File: src/rtl/uart_tx.sv
// uart_tx: FIFO-buffered UART transmitter.
// Frame = start bit, 8 data bits LSB first, optional parity, 1 or 2 stop bits.
// Bit period is CLK_FREQ / speed clocks, latched at the start of each frame.
module uart_tx #(
  parameter int CLK_FREQ   = 100_000_000,
  parameter int FIFO_DEPTH = 4,
  parameter int PARITY_EN  = 0,
  parameter int PARITY_ODD = 0,
  parameter int STOP_BITS  = 1
) (
  input  logic                        clk,
  input  logic                        reset,
  input  logic [19:0]                 speed,
  input  logic [7:0]                  tx_data,
  input  logic                        tx_start,
  output logic                        tx_ready,
  output logic                        tx,
  output logic                        tx_busy,
  output logic [$clog2(FIFO_DEPTH):0] fifo_count,
  output logic                        overflow
);

  localparam int          AW        = $clog2(FIFO_DEPTH);
  localparam logic [31:0] CLK_W     = 32'(CLK_FREQ);
  localparam logic [AW:0] DEPTH_W   = (AW+1)'(FIFO_DEPTH);
  localparam logic [2:0]  STOP_LAST = 3'(STOP_BITS - 1);
  localparam logic        ODD_BIT   = (PARITY_ODD != 0);

  typedef enum logic [2:0] {S_IDLE, S_START, S_DATA, S_PARITY, S_STOP} state_t;

  // FIFO storage and bookkeeping
  logic [7:0]    mem_q [FIFO_DEPTH];
  logic [AW-1:0] wr_ptr_q, rd_ptr_q;
  logic [AW:0]   count_q, count_d;
  logic          ready_q, ovf_q, ne_q;
  logic          push, pop;

  // Serializer state
  state_t        state_q, state_d;
  logic [19:0]   cnt_q, cnt_d, cv_q, cv_d;
  logic [2:0]    bit_q, bit_d;
  logic [7:0]    shift_q, shift_d;
  logic          par_q, par_d;
  logic          tx_q, tx_d;
  logic          load, bit_end, avail, spd_ok;
  logic [19:0]   divisor;

  // A write is honoured only against the registered ready flag, so a pop in
  // the same cycle never makes room for a write into a full FIFO.
  assign push    = tx_start & ready_q;
  // ne_q lags count by one cycle; this gives the FIFO one cycle to show the
  // new entry in fifo_count before the serializer takes it.
  assign avail   = ne_q && (count_q != '0);
  assign spd_ok  = (speed != 20'd0) && ({12'd0, speed} <= CLK_W);
  assign divisor = (speed == 20'd0) ? 20'd1 : speed;
  assign bit_end = (cnt_q == cv_q - 20'd1);

  // FIFO occupancy next-state
  always_comb begin
    count_d = count_q;
    if (push && !pop)      count_d = count_q + 1'b1;
    else if (!push && pop) count_d = count_q - 1'b1;
  end

  // FIFO data array; no reset needed, entries are only read once written
  always_ff @(posedge clk) begin
    if (push) mem_q[wr_ptr_q] <= tx_data;
  end

  // FIFO pointers, count, ready and sticky overflow
  always_ff @(posedge clk) begin
    if (reset) begin
      wr_ptr_q <= '0;
      rd_ptr_q <= '0;
      count_q  <= '0;
      ready_q  <= 1'b1;
      ovf_q    <= 1'b0;
      ne_q     <= 1'b0;
    end else begin
      if (push) wr_ptr_q <= wr_ptr_q + 1'b1;
      if (pop)  rd_ptr_q <= rd_ptr_q + 1'b1;
      count_q <= count_d;
      ready_q <= (count_d != DEPTH_W);
      ne_q    <= (count_q != '0);
      if (tx_start && !ready_q) ovf_q <= 1'b1;
    end
  end

  // Serializer next-state, bit timing and line level
  always_comb begin
    state_d = state_q;
    cnt_d   = cnt_q;
    bit_d   = bit_q;
    shift_d = shift_q;
    par_d   = par_q;
    cv_d    = cv_q;
    load    = 1'b0;
    pop     = 1'b0;
    tx_d    = 1'b1;
    case (state_q)
      S_IDLE: begin
        if (avail && spd_ok) load = 1'b1;
      end
      S_START: begin
        if (bit_end) begin
          state_d = S_DATA;
          cnt_d   = '0;
          bit_d   = '0;
        end else cnt_d = cnt_q + 20'd1;
      end
      S_DATA: begin
        if (bit_end) begin
          cnt_d   = '0;
          shift_d = shift_q >> 1;
          if (bit_q == 3'd7) begin
            state_d = (PARITY_EN != 0) ? S_PARITY : S_STOP;
            bit_d   = '0;
          end else bit_d = bit_q + 3'd1;
        end else cnt_d = cnt_q + 20'd1;
      end
      S_PARITY: begin
        if (bit_end) begin
          state_d = S_STOP;
          cnt_d   = '0;
          bit_d   = '0;
        end else cnt_d = cnt_q + 20'd1;
      end
      S_STOP: begin
        if (bit_end) begin
          cnt_d = '0;
          if (bit_q == STOP_LAST) begin
            // chain straight into the next frame when data is waiting
            if (avail && spd_ok) load = 1'b1;
            else                 state_d = S_IDLE;
          end else bit_d = bit_q + 3'd1;
        end else cnt_d = cnt_q + 20'd1;
      end
      default: state_d = S_IDLE;
    endcase
    if (load) begin
      pop     = 1'b1;
      shift_d = mem_q[rd_ptr_q];
      par_d   = ^mem_q[rd_ptr_q];
      cv_d    = 20'(CLK_W / {12'd0, divisor});
      cnt_d   = '0;
      bit_d   = '0;
      state_d = S_START;
    end
    // line level follows the next state so each bit lasts exactly cv clocks
    case (state_d)
      S_START:  tx_d = 1'b0;
      S_DATA:   tx_d = shift_d[0];
      S_PARITY: tx_d = par_d ^ ODD_BIT;
      default:  tx_d = 1'b1;
    endcase
  end

  // Serializer state register; reset abandons any frame in flight
  always_ff @(posedge clk) begin
    if (reset) begin
      state_q <= S_IDLE;
      cnt_q   <= '0;
      bit_q   <= '0;
      shift_q <= '0;
      par_q   <= 1'b0;
      cv_q    <= '0;
      tx_q    <= 1'b1;
    end else begin
      state_q <= state_d;
      cnt_q   <= cnt_d;
      bit_q   <= bit_d;
      shift_q <= shift_d;
      par_q   <= par_d;
      cv_q    <= cv_d;
      tx_q    <= tx_d;
    end
  end

  assign tx         = tx_q;
  assign tx_ready   = ready_q;
  assign fifo_count = count_q;
  assign overflow   = ovf_q;
  assign tx_busy    = (state_q != S_IDLE) || (count_q != '0);

endmodule

File: config.mk
export PLATFORM = sky130hd
export DESIGN_NAME = uart_tx
export DESIGN_NICKNAME = d
export VERILOG_FILES = /design/src/rtl/uart_tx.sv
export SDC_FILE = /design/constraint.sdc
export NUM_CORES = 1
export LEC_CHECK = 0
export ABC_AREA = 1
export CORE_MARGIN = 5
export CORE_UTILIZATION = 45
export CTS_BUF_LIST = sky130_fd_sc_hd__clkbuf_4 sky130_fd_sc_hd__clkbuf_8 sky130_fd_sc_hd__clkbuf_16
export DETAILED_ROUTE_END_ITERATION = 8
export SLEW_MARGIN = 15
export SYNTH_ARGS = -nofsm -noshare
export SYNTH_HDL_FRONTEND = slang
export SYNTH_SLANG_ARGS = --single-unit
export TNS_END_PERCENT = 5
File: constraint.sdc
create_clock -name clk -period 93.3 [get_ports clk]
set_input_delay 9.33 -clock clk [delete_from_list [all_inputs] [get_ports clk]]
set_output_delay 9.33 -clock clk [all_outputs]
set_load 0.02 [all_outputs]
Word level (Yosys, flattened, before mapping)
Memory sizes are Yosys's and may differ from the RTL's. A register that Yosys moved wholly into a read port is not among the register bits. Index checks and enable logic that the tools add are counted.

Register bits: 66. Input port bits: 31. Logic and storage cells: 95. Output and inout port bits: 7. Memories kept: 1. Memory bits (writable): 32.

Add/subtract/negate cells: 7. Equality and inequality tests: 14. Mux-type cells: 33. Div/mod/pow operators: 1. Bitwise logic cells: 1. Reductions and logical operators: 24.

Memories: mem_q (words 4, bits a word 8, rd ports 1, clocked after Yosys merged registers in 1, wr ports 1, RTL line 32) `logic [7:0] mem_q [FIFO_DEPTH];`.

Operator list (count): 2-to-1 mux 3 bit (15); 2-to-1 mux 20 bit (2); divider 27 x 20 -> 32 bit, first input constant (1); 2-to-1 mux 8 bit (3); adder 20 x 1 -> 20 bit, second input constant (1); equality test 20 bit (1); logical NOT 20 bit (1); nonzero test 20 bit (1); subtractor 20 x 1 -> 20 bit, second input constant (1); one-hot mux 3 bit (5 select lines) (1); equality test 3 x 2 -> 1 bit, second input constant (4); one-hot mux 3 bit (3 select lines) (1); nonzero test 3 bit (3); parity 8 bit (1); 2-to-1 mux 1 bit (7); adder 3 x 1 -> 3 bit, second input constant (2); equality test 3 x 1 -> 1 bit, second input constant (2); equality test 3 bit, second input constant (2); logical NOT 3 bit (2); inequality test 2 bit, second input constant (3); logical AND 1 bit (5); AND reduction 5 bit (1); adder 2 x 1 -> 2 bit, second input constant (2); 2-to-1 mux 2 bit (2); other kinds (12) (16).

Longest topological paths before layout
Gate-level depths: netlist of the first run.

Depth after elaboration: 12. Depth in mapped cells: 589. Mapped depth without buffers: 549.

Worst setup path after synthesis of the first run
No wires, ideal clock.

Path kind: input port to flip-flop. From: in speed[17]. To: reg cv_q[0]. Required time: 93181 ps. Setup time: 119 ps. Stages on the path: 561. Slack: 13335 ps. Arrival: 79845 ps. Buffers on the path: 42. Path through: inv_1 nand3_4 nor3_1 nand3_1 nor2_2 nand3_1 nor2_1 ha_1 nand2_1 nand2_1 nand2_1 nor2_1 o21ai_0 inv_1 ha_1 nand2_1 nand2_1 nand2_1 (+525 left out) nand2_2 nor2_4 nand2_2 inv_1 buf_2 nand2_1 o21ai_1 ha_1 a21oi_1 nor2_1 a2111oi_0 nand2_1 nor2_1 nand2_1 nor2_1 nand3_1 nor2_1 a21oi_1.

Longest elaborated chain between the ends: 6. Elaborated cells between the ends (all ways): 9. Those cells by class: 1 x div; 5 x mux; 3 x reduce/logical.

Ends and longest elaborated chain: from (decl) (RTL line 13) `input logic [19:0] speed,`; branches (longest 6 deep; another with divider 27 x 20 -> 32 bit); to (signal assigned) (RTL line 174) `cv_q <= cv_d;`; to (decl) (RTL line 40) `logic [19:0] cnt_q, cnt_d, cv_q, cv_d;`.

Several ways; the timed one is not identified. A chain may end at the register's enable or synchronous reset.

Worst setup path in the final report of the first run
From: in speed[19]. To: reg cv_q[0].

Same word-level chain as after synthesis.

==> out/qor.csv, run 1 <==
metric,value,unit
io_pins,38,
core-area,65900,µm²
ys_warn_count,0,
path_class,input pin to register,
h-tree-depth,3,
cp.arrival,84.19,ns
placedCellCount,5660,
std_cell_rows,94,
drt_iter0_markers,1668,
slowest_delay,0.49,ns
clk_path_buf_depth,2,
cp_top_family,compound AO/OA/AOI/OAI gates,
drc_errors,0,
fin_nets,5304,
die_y,268,µm
crit_path_top_delay_cell,clkdlybuf4s50_1,
routed_via_density,5.26,
num_antenna_cells,0,
grt_overflow,0,
io_buffers,37,
num_vias,30050,
r2r_end,shift_q[7],
fin_util,48.2,%
syn_area_per_cell,6.19,µm²
status,"finished, final reports clean",
insertion_delay,0.36,ns
setup_viol,0,
holdPathStages,2,
clkSinkCount,100,
mappedNetlistArea,29900,µm²
critPathMostFrequentCell,nand2_1,
fin_crit,83.94,ns
fmax,11.9,MHz
reg2reg_slack,88.35,ns
critical_path_required,93.55,ns
r2r_start,cv_q[0],
grt_pass1_vias,27794,
cap_violations,0,
cts_tree,yes,
max_slew_margin,25.3,%
clock_skew,0.0125,ns
multiInputGateArea,24800,µm²
cts-root-buf,clkbuf_16,
slew_viol_final,0,
drtPass1Iterations,6,
start_util,45.4,%
nFillCells,7029,
worstPathMaxFanout,36,
track_usage,22.0,%
yosys_most_used_dff,dfxtp_1,
worstRegToRegCells,19,
cp.buffers_inverters,67,
die_w,268,µm
start_kind,input pin,
clk_pin_slew,0.08,ns
ant_nets,0,
synth-seq-cells,100,
antenna_found_initial,1,
cts_hold_buf,0,
grt_max_degree,38,
worst_pin_slew,1.12,ns
synth_edf_count,32,
cts_inserted_buffers,9,
ys_seq_area_share,7.77,%
syn2layout_area_growth,6.20,%
die_area,71700,µm²
final_cells,5713,
crit_path_start,speed[19],
dpl.hpwl,64700,µm
place_congestion,0.864,
grt_pass1_wl,134000,µm
seqCellArea,2320,µm²
wl_per_cell,14.4,µm
min_period_over_period,90.0,%
min_from,rd_ptr_q[1],
syn-num-nets,5290,
ys_async_sr_fraction,0,%
endpoint_kind,register,
final_hold_viol_count,0,
netlist_instances,4830,
wirelength,82400,µm
hold_class,register to register,
ys_types,80,
drive_gt1_share,7.98,%
==> area by class of cell <==
cell class,count,area share (%)
flip-flops and latches,100,7.31
repair buffers,82,2.32
multi-input cells,4009,78.2
well taps,864,3.40
clock buffers,9,0.709
repair inverters,9,0.142
inverters,633,7.69
clock inverters,7,0.205
==> logic make-up (layout without fill, tap and decap cells) <==
logic type / count (synthesis) / after routing / share of synthesized area, %
simple gates: 2120 / 2122 / 33.0
compound gates: 1066 / 1066 / 20.2
buf+inv: 723 / 740 / 9.64
fa+ha+maj: 429 / 429 / 17.9
xor+xnor: 388 / 388 / 11.4
flops: 100 / 100 / 7.77
mux: 3 / 3 / 0.105
other cells: 1 / 1 / 0.0125
==> cell usage in the layout (no fill, tap or decap), types with 11 or more instances in the layout <==
master              n
nand2_1          1126
inv_1             581
a21oi_1           434
ha_1              429
o21ai_0           333
nor2_1            300
nand3_1           295
xor2_1            218
xnor2_1           170
o21bai_1           83
dfxtp_1            68
o21ai_1            61
nand2_2            55
nand4_1            55
or2_2              52
nor3_1             49
buf_4              42
nand3_2            38
clkdlybuf4s50_1    37
edfxtp_1           32
inv_2              27
a211oi_1           25
nand2_4            24
nor2_2             20
nor2_4             18
o22ai_1            18
and2_1             17
a21o_1             16
nor4_1             14
or2_1              12
o31ai_1            12
clkinvlp_4         11
nand3b_1           11
==> cell usage after synthesis, types with 14 or more instances <==
master	count	area, µm²
a211oi_1	25	188
a21o_1	16	120
a21oi_1	434	2170
and2_1	17	106
clkbuf_1	54	203
dfxtp_1	68	1360
edfxtp_1	32	961
ha_1	429	5370
inv_1	595	2230
inv_2	27	101
nand2_1	1129	4240
nand2_2	56	350
nand2_4	21	236
nand3_1	296	1480
nand3_2	37	370
nand4_1	55	344
nor2_1	301	1130
nor2_2	21	131
nor2_4	14	158
nor3_1	49	245
nor4_1	14	87.6
o21ai_0	340	1700
o21ai_1	55	275
o21bai_1	83	623
o22ai_1	18	113
or2_2	52	325
xnor2_1	170	1490
xor2_1	218	1910
==> worst max path at each step <==
stage,endpoint,slack [ns],depth (start not counted)
after global routing,cv_q[0],-0.07,532
after floorplan,cv_q[0],13.34,561
final,cv_q[0],9.36,531
after detailed placement,cv_q[0],2.53,523
after global placement,cv_q[0],4.07,525
after CTS,cv_q[0],2.76,525
==> per-layer routing <==
layer  vias to the layer above  GRT usage [%]  share of wire [%]
li1                      16215              -                  -
met1                     13296           29.7                 48
met2                       438           38.7                 46
met3                       101           1.78                3.2
met4                         0           4.45                2.0
met5                         -              0                  0
==> flip-flops by register name (all words and copies together), names as in the netlist, 2 cells and up, named ones only <==
| name | count |
|---|---|
| cv_q | 20 |
| fifo_count | 3 |
| wr_ptr_q | 2 |
| mem_q | 32 |
| bit_q | 3 |
| shift_q | 8 |
| cnt_q | 20 |
| rd_ptr_q | 2 |
| state_q | 3 |
==> tightest hold or removal path, cell delays in order (launching register included) <==
cell and delay [ns]:
dfxtp_1 0.30, inv_1 0.05, a21oi_1 0.06
==> stage by stage <==
stage	worst slack [ns]	setup TNS, ns	area [µm²]	hold slack, ns
2_1_floorplan	13.34	0	29900	0.436
3_3_place_gp	4.07	0	31000	0.454
3_5_place_dp	2.53	0	31000	0.455
4_1_cts	2.76	0	31300	0.465
5_1_grt	-0.0741	-0.0741	31800	0.493
6_report	9.36	0	31800	0.459
==> what timing repair did <==
item                                    4_1_cts  5_1_grt
buffers inserted                              0       26
endpoints found under the setup margin        0        3
gates resized for setup                       0       51
Power of run 1 is not shown: default switching activity piles up to over one toggle a cycle in this logic, so the estimate is an artifact.
==> run 2: changes to the inputs <==
Settings changed: CAP_MARGIN from default to 5.
==> results of run 2 <==
Final layout, timing and power as in run 1 (identical DEF).
Power of run 2 is left out for the same reason.
